$ cat src/rtl/lsu_mem_access_if.sv
// -----------------------------------------------------------------------------
// lsu_mem_access_if
//   Bundles the load/store unit's request side (from the datapath) and its
//   word-addressed valid/ready data-memory port.
//
//   master : the LSU itself (consumes the request, drives the memory port)
//   slave  : the environment (datapath + data memory)
//
//   Request side : req_valid, is_load[2:0], is_store[2:0], addr[31:0],
//                  store_data[31:0] -> busy, done, err, load_data[31:0]
//   Memory side  : mem_req, mem_we, mem_addr[31:0], mem_wdata[31:0],
//                  mem_wmask[3:0]   <- mem_ready, mem_rdata[31:0]
// -----------------------------------------------------------------------------
interface lsu_mem_access_if;
  logic        req_valid;
  logic [2:0]  is_load;
  logic [2:0]  is_store;
  logic [31:0] addr;
  logic [31:0] store_data;
  logic        busy;
  logic        done;
  logic        err;
  logic [31:0] load_data;

  logic        mem_req;
  logic        mem_we;
  logic [31:0] mem_addr;
  logic [31:0] mem_wdata;
  logic [3:0]  mem_wmask;
  logic        mem_ready;
  logic [31:0] mem_rdata;

  modport master (
    input  req_valid, is_load, is_store, addr, store_data, mem_ready, mem_rdata,
    output busy, done, err, load_data, mem_req, mem_we, mem_addr, mem_wdata, mem_wmask
  );

  modport slave (
    output req_valid, is_load, is_store, addr, store_data, mem_ready, mem_rdata,
    input  busy, done, err, load_data, mem_req, mem_we, mem_addr, mem_wdata, mem_wmask
  );
endinterface

$ cat src/rtl/lsu_mem_access.sv
// -----------------------------------------------------------------------------
// lsu_mem_access
//   Load/store unit between the ALU (effective address) and register
//   writeback. Takes one access per request (funct3 codes, 3'b111 = none),
//   performs a single word-addressed transaction on the data-memory port and
//   returns an extended load result with a one-cycle done pulse.
//
//   Store path : byte-lane replication of store_data plus byte write mask.
//   Load path  : lane extraction from the read word, sign/zero extension.
//
// Parameters
//   TIMEOUT : cycles mem_req may wait for mem_ready before abort (0 = never)
//
// Optional feature
//   MISALIGN_CHECK_EN : when defined, misaligned halfword/word accesses finish
//                       immediately with err=1 and never reach memory. When not
//                       defined, halfwords ignore addr[0] and words addr[1:0].
//
// Ports
//   clk    : clock, all state on the rising edge
//   rst    : synchronous active-high reset
//   io_lsu : lsu_mem_access_if.master (request side + memory port)
// -----------------------------------------------------------------------------
module lsu_mem_access #(
  parameter int unsigned TIMEOUT = 255
) (
  input  logic                  clk,
  input  logic                  rst,
  lsu_mem_access_if.master      io_lsu
);

  localparam logic [2:0]  F3_NONE    = 3'b111;
  localparam int unsigned TW         = (TIMEOUT > 1) ? $clog2(TIMEOUT) : 1;
  localparam logic [TW-1:0] TIMER_LAST = TW'(TIMEOUT - 1);

  typedef enum logic [1:0] {
    S_IDLE,
    S_ACCESS,
    S_DONE
  } state_t;

  state_t       r_state;
  state_t       w_state_nxt;

  logic [2:0]   r_funct3;
  logic [1:0]   r_off;
  logic         r_mem_we;
  logic [31:0]  r_mem_addr;
  logic [31:0]  r_mem_wdata;
  logic [3:0]   r_mem_wmask;
  logic         r_err;
  logic [31:0]  r_load_data;
  logic [TW-1:0] r_timer;

  logic         w_ld_set;
  logic         w_st_set;
  logic         w_ld_legal;
  logic         w_st_legal;
  logic [2:0]   w_f3;
  logic         w_misalign;
  logic         w_accept;
  logic         w_reject;
  logic         w_complete;
  logic         w_timeout;
  logic [31:0]  w_wdata;
  logic [3:0]   w_wmask;
  logic [1:0]   w_shift;
  logic [31:0]  w_lane;
  logic [31:0]  w_load_ext;

  // ---------------------------------------------------------------------------
  // Request decode. funct3[1:0] encodes access size for both loads and stores
  // (00 byte, 01 half, 10 word), so one field serves both paths.
  // ---------------------------------------------------------------------------
  assign w_ld_set   = (io_lsu.is_load  != F3_NONE);
  assign w_st_set   = (io_lsu.is_store != F3_NONE);
  assign w_ld_legal = io_lsu.is_load  inside {3'b000, 3'b001, 3'b010, 3'b100, 3'b101};
  assign w_st_legal = io_lsu.is_store inside {3'b000, 3'b001, 3'b010};
  assign w_f3       = w_ld_set ? io_lsu.is_load : io_lsu.is_store;

`ifdef MISALIGN_CHECK_EN
  assign w_misalign = ((w_f3[1:0] == 2'b01) && io_lsu.addr[0]) ||
                      ((w_f3[1:0] == 2'b10) && (io_lsu.addr[1:0] != 2'b00));
`else
  assign w_misalign = 1'b0;
`endif

  // Store lane placement, computed from the live request and latched on accept.
  always_comb begin
    w_wdata = io_lsu.store_data;
    w_wmask = 4'b1111;
    case (io_lsu.is_store[1:0])
      2'b00: begin
        w_wdata = {4{io_lsu.store_data[7:0]}};
        w_wmask = 4'b0001 << io_lsu.addr[1:0];
      end
      2'b01: begin
        w_wdata = {2{io_lsu.store_data[15:0]}};
        w_wmask = io_lsu.addr[1] ? 4'b1100 : 4'b0011;
      end
      default: ;
    endcase
  end

  // Load lane extraction and extension from the returned word.
  always_comb begin
    w_shift = 2'b00;
    case (r_funct3[1:0])
      2'b00:   w_shift = r_off;
      2'b01:   w_shift = {r_off[1], 1'b0};
      default: w_shift = 2'b00;
    endcase
    w_lane = io_lsu.mem_rdata >> {w_shift, 3'b000};
    case (r_funct3)
      3'b000:  w_load_ext = {{24{w_lane[7]}},  w_lane[7:0]};
      3'b001:  w_load_ext = {{16{w_lane[15]}}, w_lane[15:0]};
      3'b100:  w_load_ext = {24'h0, w_lane[7:0]};
      3'b101:  w_load_ext = {16'h0, w_lane[15:0]};
      default: w_load_ext = w_lane;
    endcase
  end

  // ---------------------------------------------------------------------------
  // FSM next state and outputs.
  // NOTE: every signal gets a default at the top of the block so that no path
  // leaves one unassigned; otherwise synthesis infers a latch.
  // ---------------------------------------------------------------------------
  always_comb begin
    w_state_nxt    = r_state;
    w_accept       = 1'b0;
    w_reject       = 1'b0;
    w_complete     = 1'b0;
    w_timeout      = 1'b0;
    io_lsu.busy    = 1'b0;
    io_lsu.done    = 1'b0;
    io_lsu.err     = 1'b0;
    io_lsu.mem_req = 1'b0;

    unique case (r_state)
      S_IDLE: begin
        // A request with neither code set is simply not an access.
        if (io_lsu.req_valid && (w_ld_set || w_st_set)) begin
          if ((w_ld_set && w_st_set) ||
              (w_ld_set && !w_ld_legal) ||
              (w_st_set && !w_st_legal) ||
              w_misalign) begin
            w_reject    = 1'b1;
            w_state_nxt = S_DONE;
          end else begin
            w_accept    = 1'b1;
            w_state_nxt = S_ACCESS;
          end
        end
      end
      S_ACCESS: begin
        io_lsu.busy    = 1'b1;
        io_lsu.mem_req = 1'b1;
        // Ready in the final allowed cycle still completes the access.
        if (io_lsu.mem_ready) begin
          w_complete  = 1'b1;
          w_state_nxt = S_DONE;
        end else if ((TIMEOUT != 0) && (r_timer == TIMER_LAST)) begin
          w_timeout   = 1'b1;
          w_state_nxt = S_DONE;
        end
      end
      S_DONE: begin
        io_lsu.busy = 1'b1;
        io_lsu.done = 1'b1;
        io_lsu.err  = r_err;
        w_state_nxt = S_IDLE;
      end
      default: w_state_nxt = S_IDLE;
    endcase
  end

  // NOTE: sequential state uses non-blocking assignments so every register
  // samples pre-edge values regardless of statement order.
  always_ff @(posedge clk) begin
    if (rst) begin
      r_state <= S_IDLE;
    end else begin
      r_state <= w_state_nxt;
    end
  end

  always_ff @(posedge clk) begin
    if (rst) begin
      r_funct3    <= 3'b000;
      r_off       <= 2'b00;
      r_mem_we    <= 1'b0;
      r_mem_addr  <= 32'h0;
      r_mem_wdata <= 32'h0;
      r_mem_wmask <= 4'b0000;
      r_err       <= 1'b0;
      r_load_data <= 32'h0;
      r_timer     <= '0;
    end else begin
      if (w_accept) begin
        r_funct3    <= w_f3;
        r_off       <= io_lsu.addr[1:0];
        r_mem_we    <= w_st_set;
        r_mem_addr  <= {io_lsu.addr[31:2], 2'b00};
        r_mem_wdata <= w_st_set ? w_wdata : 32'h0;
        r_mem_wmask <= w_st_set ? w_wmask : 4'b0000;
        r_err       <= 1'b0;
        r_timer     <= '0;
      end
      if (w_reject || w_timeout) begin
        r_err <= 1'b1;
      end
      // Stores and aborted accesses leave the previous load result in place.
      if (w_complete && !r_mem_we) begin
        r_load_data <= w_load_ext;
      end
      if ((r_state == S_ACCESS) && !io_lsu.mem_ready && (TIMEOUT != 0)) begin
        r_timer <= r_timer + TW'(1);
      end
    end
  end

  assign io_lsu.load_data = r_load_data;
  assign io_lsu.mem_we    = r_mem_we;
  assign io_lsu.mem_addr  = r_mem_addr;
  assign io_lsu.mem_wdata = r_mem_wdata;
  assign io_lsu.mem_wmask = r_mem_wmask;

endmodule

$ cat src/flat_wrapper.sv
// flat-port wrapper written by rule: the top's interface ports become plain ports
module lsu_mem_access_flat 
#(
  parameter int unsigned TIMEOUT = 255
)
  (clk, rst, io_lsu_req_valid, io_lsu_is_load, io_lsu_is_store, io_lsu_addr, io_lsu_store_data, io_lsu_mem_ready, io_lsu_mem_rdata, io_lsu_busy, io_lsu_done, io_lsu_err, io_lsu_load_data, io_lsu_mem_req, io_lsu_mem_we, io_lsu_mem_addr, io_lsu_mem_wdata, io_lsu_mem_wmask);
  lsu_mem_access_if io_lsu_i ();
  input  logic clk;
  input  logic rst;
  input wire logic [$bits(io_lsu_i.req_valid)-1:0] io_lsu_req_valid;
  input wire logic [$bits(io_lsu_i.is_load)-1:0] io_lsu_is_load;
  input wire logic [$bits(io_lsu_i.is_store)-1:0] io_lsu_is_store;
  input wire logic [$bits(io_lsu_i.addr)-1:0] io_lsu_addr;
  input wire logic [$bits(io_lsu_i.store_data)-1:0] io_lsu_store_data;
  input wire logic [$bits(io_lsu_i.mem_ready)-1:0] io_lsu_mem_ready;
  input wire logic [$bits(io_lsu_i.mem_rdata)-1:0] io_lsu_mem_rdata;
  output wire logic [$bits(io_lsu_i.busy)-1:0] io_lsu_busy;
  output wire logic [$bits(io_lsu_i.done)-1:0] io_lsu_done;
  output wire logic [$bits(io_lsu_i.err)-1:0] io_lsu_err;
  output wire logic [$bits(io_lsu_i.load_data)-1:0] io_lsu_load_data;
  output wire logic [$bits(io_lsu_i.mem_req)-1:0] io_lsu_mem_req;
  output wire logic [$bits(io_lsu_i.mem_we)-1:0] io_lsu_mem_we;
  output wire logic [$bits(io_lsu_i.mem_addr)-1:0] io_lsu_mem_addr;
  output wire logic [$bits(io_lsu_i.mem_wdata)-1:0] io_lsu_mem_wdata;
  output wire logic [$bits(io_lsu_i.mem_wmask)-1:0] io_lsu_mem_wmask;
  assign io_lsu_i.req_valid = io_lsu_req_valid;
  assign io_lsu_i.is_load = io_lsu_is_load;
  assign io_lsu_i.is_store = io_lsu_is_store;
  assign io_lsu_i.addr = io_lsu_addr;
  assign io_lsu_i.store_data = io_lsu_store_data;
  assign io_lsu_i.mem_ready = io_lsu_mem_ready;
  assign io_lsu_i.mem_rdata = io_lsu_mem_rdata;
  assign io_lsu_busy = io_lsu_i.busy;
  assign io_lsu_done = io_lsu_i.done;
  assign io_lsu_err = io_lsu_i.err;
  assign io_lsu_load_data = io_lsu_i.load_data;
  assign io_lsu_mem_req = io_lsu_i.mem_req;
  assign io_lsu_mem_we = io_lsu_i.mem_we;
  assign io_lsu_mem_addr = io_lsu_i.mem_addr;
  assign io_lsu_mem_wdata = io_lsu_i.mem_wdata;
  assign io_lsu_mem_wmask = io_lsu_i.mem_wmask;
  lsu_mem_access #(.TIMEOUT(TIMEOUT)) u_core (.clk(clk), .rst(rst), .io_lsu(io_lsu_i));
endmodule
$ cat config.mk
export PLATFORM = sky130hd
export DESIGN_NAME = lsu_mem_access_flat
export DESIGN_NICKNAME = d
export VERILOG_FILES = /design/src/rtl/lsu_mem_access_if.sv /design/src/rtl/lsu_mem_access.sv /design/src/flat_wrapper.sv
export SDC_FILE = /design/constraint.sdc
export NUM_CORES = 1
export LEC_CHECK = 0
export ABC_AREA = 1
export CAP_MARGIN = 20
export CORE_MARGIN = 8
export CORE_UTILIZATION = 40
export CTS_BUF_LIST = sky130_fd_sc_hd__clkbuf_8 sky130_fd_sc_hd__clkbuf_16
export DETAILED_ROUTE_END_ITERATION = 8
export PLACE_DENSITY = 0.84
export SETUP_SLACK_MARGIN = 0.05
export SKIP_LAST_GASP = 1
export SLEW_MARGIN = 30
export SYNTH_ARGS = -nofsm -noshare
export SYNTH_HDL_FRONTEND = slang
export SYNTH_SLANG_ARGS = --single-unit
$ cat constraint.sdc
create_clock -name clk -period 1.8 [get_ports clk]
set_input_delay 0.27 -clock clk [delete_from_list [all_inputs] [get_ports clk]]
set_output_delay 0.27 -clock clk [all_outputs]
set_load 0.1 [all_outputs]
==> impl_metrics.csv <==
group,metric,value,unit
run_status,outcome,"complete, no violations",
cts,cts-root-buf,"clkbuf_16",
cts,cts_buffer_depth,2,
cts,clock-sinks,115,
route,wl_per_cell,15.36,um
route,firstDrtPassIters,5,
route,post-route-drc-count,0,
cts,clkTransAtPathRegs,50,ps
logic_synthesis,syn-instance-count,858,
logic_synthesis,ys_warn_count,0,
placed_design,gp_congestion,0.9315,
logic_synthesis,synth-compound-area-share,13.87,%
setup_path,cp_max_fo,3,
route,final_antenna_net_count,0,
floorplan,design.portCount,211,
timing,fmax,0.6005,GHz
logic_synthesis,yosysTopAreaCellShare,40.56,%
cts,clkLatencyLatePin,410,ps
setup_path,required,1530,ps
global_route,grt_max_degree,70,
setup_path,crit_path_start_kind,"flip-flop",
timing,rsz0062_at_grt,"false",
global_route,grt_overflow,0,
route,drt_wl_total,19400,um
cells_and_area,final_nets,1182,
logic_synthesis,synthAdderAreaFrac,1.102,%
timing,worst_clock_skew,9.685,ps
logic_synthesis,postSynthAreaPerCell,6.615,sq um
timing,tightest_slew,768.6,ps
setup_path,end_kind,"primary output",
setup_path,crit_chain,"inv_1 > ha_2 > nand2_2 > clkinvlp_4 > buf_12",
cts,postCtsSetupBuffers,0,
pwr,vdd_drop_max,0.0005910,V
placed_design,io_buffers,208,
cells_and_area,area_growth,51.98,%
logic_synthesis,syn_area,0.005675,sq mm
floorplan,fp.dieW,135.1,um
logic_synthesis,synth_mux_area_share,0,%
logic_synthesis,yosysSeqAreaShare,40.56,%
setup_path,critical-path-max-stage-delay,360,ps
cts,ctsHtreeMaxLevel,4,
global_route,grt_pass1_vias,6198,
cts,cts_tree,"yes",
logic_synthesis,synth-main-ff-cell,"dfxtp_1",
pwr,p_leak,3.916,nW
setup_path,worstSetupEndpoint,"io_lsu_err",
timing,period_share,92.52,%
setup_path,path_class,"reg2out",
pwr,pwr_density_cell,807.5,mW/mm^2
logic_synthesis,synth-simple-area-share,34.79,%
setup_path,slowest_stage,"dfxtp_4",
timing,final.setup.worst_slack,134.7,ps
setup_path,r2r_cells,11,
timing,final_hold_viol_count,0,
cts,cts_inserted_buffers,17,
placed_design,place_hpwl,13950,um
logic_synthesis,synth_top_family_by_area,"simple AND/OR/NAND/NOR gates",
global_route,grt_pass1_wl,30640,um
route,drtIter0Drc,649,
route,vias,6433,
timing,hold_slack,368.3,ps
setup_path,reg2reg_slack,200,ps
cells_and_area,num-fill-cells,1228,
cells_and_area,diodes,0,
hold_path,hold_path.class,"in2reg",
run,max_cap_violations,0,
floorplan,dieArea,0.01826,sq mm
logic_synthesis,synth_xor_area_share,0,%
logic_synthesis,synth-seq-cells,115,
floorplan,core_area,0.01388,sq mm
floorplan,num_rows,43,
setup_path,reg2reg_from,"u_core.r_state[1]",
cells_and_area,drive_above_1_share,18.56,%
floorplan,die_h,135.1,um
timing,period_minus_slack,1665,ps
cells_and_area,finish.utilization,62.14,%
logic_synthesis,synth_top_area_cell,"dfxtp_1",
setup_path,arrival,1400,ps
timing,setup_viol,0,
setup_path,startpoint,"u_core.r_state[0]",
timing,tns,0,ps
logic_synthesis,synthTopCellsByArea,"dfxtp_1 (41%), nand2_1 (11%), nor2_1 (10%)",
logic_synthesis,yosys.cell_types.count,27,
global_route,grt_use_total,20.79,%
placed_design,pre_cts_slack,-145.0,ps
floorplan,initial_core_util,40.89,%
logic_synthesis,async_flop_share,0,%
setup_path,r2r_end,"u_core.io_lsu.load_data[18]",
global_route,antenna_found_initial,0,
logic_synthesis,synth_edf_count,0,
timing,relSlewSlack,48.76,%
route,viasPerCell,5.093,
timing,drv_slew,0,
state kept, by name (all words and copies together) (netlist names):
signal	flops
u_core.r_timer	8
u_core.io_lsu.mem_wmask	4
u_core.r_off	2
u_core.io_lsu.mem_addr	30
u_core.r_state	2
u_core.r_funct3	3
u_core.io_lsu.load_data	32
u_core.r_err	1
u_core.io_lsu.mem_we	1
u_core.io_lsu.mem_wdata	32
synth_stat cells, types with 3 or more instances:
| library cell | number |
|---|---|
| a21oi_1 | 81 |
| buf_2 | 16 |
| buf_4 | 9 |
| clkbuf_1 | 30 |
| dfxtp_1 | 115 |
| ha_1 | 5 |
| inv_1 | 67 |
| inv_2 | 3 |
| nand2_1 | 164 |
| nand2_2 | 3 |
| nand3_1 | 92 |
| nand3b_1 | 15 |
| nor2_1 | 152 |
| nor3_1 | 18 |
| o211ai_1 | 8 |
| o21ai_0 | 58 |
| or2_2 | 8 |
per-layer routing:
layer | track usage (%) | part of all wire (%) | vias up
met5 | 0 | 0 | -
met4 | 9.192 | 2.9 | 0
met3 | 6.984 | 9.7 | 46
met2 | 33.20 | 47 | 303
met1 | 24.89 | 40 | 2880
li1 | - | - | 3204
how the worst min path moves through the flow:
stage	start	end	slack [ps]	depth (start not counted)
final	rst	u_core.r_state[1]	370	4
after global routing	rst	u_core.r_state[1]	410	4
after CTS	rst	u_core.r_state[1]	350	4
after detailed placement	u_core.io_lsu.mem_wdata[30]	u_core.io_lsu.mem_wdata[30]	460	2
after global placement	u_core.io_lsu.mem_wdata[10]	u_core.io_lsu.mem_wdata[10]	450	2
after floorplan	io_lsu_addr[10]	u_core.io_lsu.mem_addr[10]	400	2
what timing repair did:
item	CTS	global route
gates resized for setup	1	5
setup endpoints to repair	1	11
pin swaps	0	0
cloned	0	1
hold buffers	0	0
cells in the final DEF, fill, tap and decap left out, drive strengths merged:
cell | synthesis | final
a21oi | 81 | 81
buf | 27 | 145
bufinv | 0 | 1
clkbuf | 30 | 24
clkdlybuf4s50 | 0 | 104
clkinv | 0 | 3
clkinvlp | 0 | 1
conb | 1 | 2
dfxtp | 115 | 115
ha | 5 | 5
inv | 70 | 73
nand2 | 167 | 167
nand3 | 94 | 94
nand3b | 15 | 15
nand4 | 2 | 2
nor2 | 154 | 154
nor3 | 18 | 18
o211ai | 8 | 8
o21ai | 60 | 60
o21bai | 2 | 2
o22ai | 1 | 1
or2 | 8 | 8
report_power, final:
| part | switching [mW] | internal, mW |
|---|---|---|
| combinational | 0.714 | 0.439 |
| sequential | 0.0269 | 2.59 |
| clock | 1.11 | 2.08 |
through the flow:
stage / power, mW / cells / instance area (sq um)
2_1_floorplan: 3.325 / 859 / 5704
3_3_place_gp: 3.801 / 1231 / 8024
3_5_place_dp: 3.808 / 1231 / 8024
4_1_cts: 7.023 / 1262 / 8593
5_1_grt: 7.227 / 1263 / 8626
6_report: 6.966 / 1263 / 8626
final cells by class:
type | instances | area, sq um | share of cell area (%)
tap | 180 | 225.2 | 2.611
inverter | 70 | 266.5 | 3.090
clock buffer | 23 | 508.0 | 5.889
sequential | 115 | 2307 | 26.75
timing repair buffer | 250 | 2402 | 27.85
clock inverter | 8 | 60.06 | 0.6963
multi-input combinational | 617 | 2856 | 33.12
critical path, delay by kind of cell, from the launching register on:
kind | cells | cell delay [ps]
adder cells (fa/ha/maj) | 1 | 210
flip-flops | 1 | 360
buffers and inverters | 3 | 320
AND/OR/NAND/NOR | 1 | 90
cell families after synthesis:
| group | Yosys count |
|---|---|
| simple gates | 458 |
| compound gates | 152 |
| buf+inv | 127 |
| flops | 115 |
| fa+ha+maj | 5 |
| other cells | 1 |
Note: power is estimated with default switching activity, not from simulation.
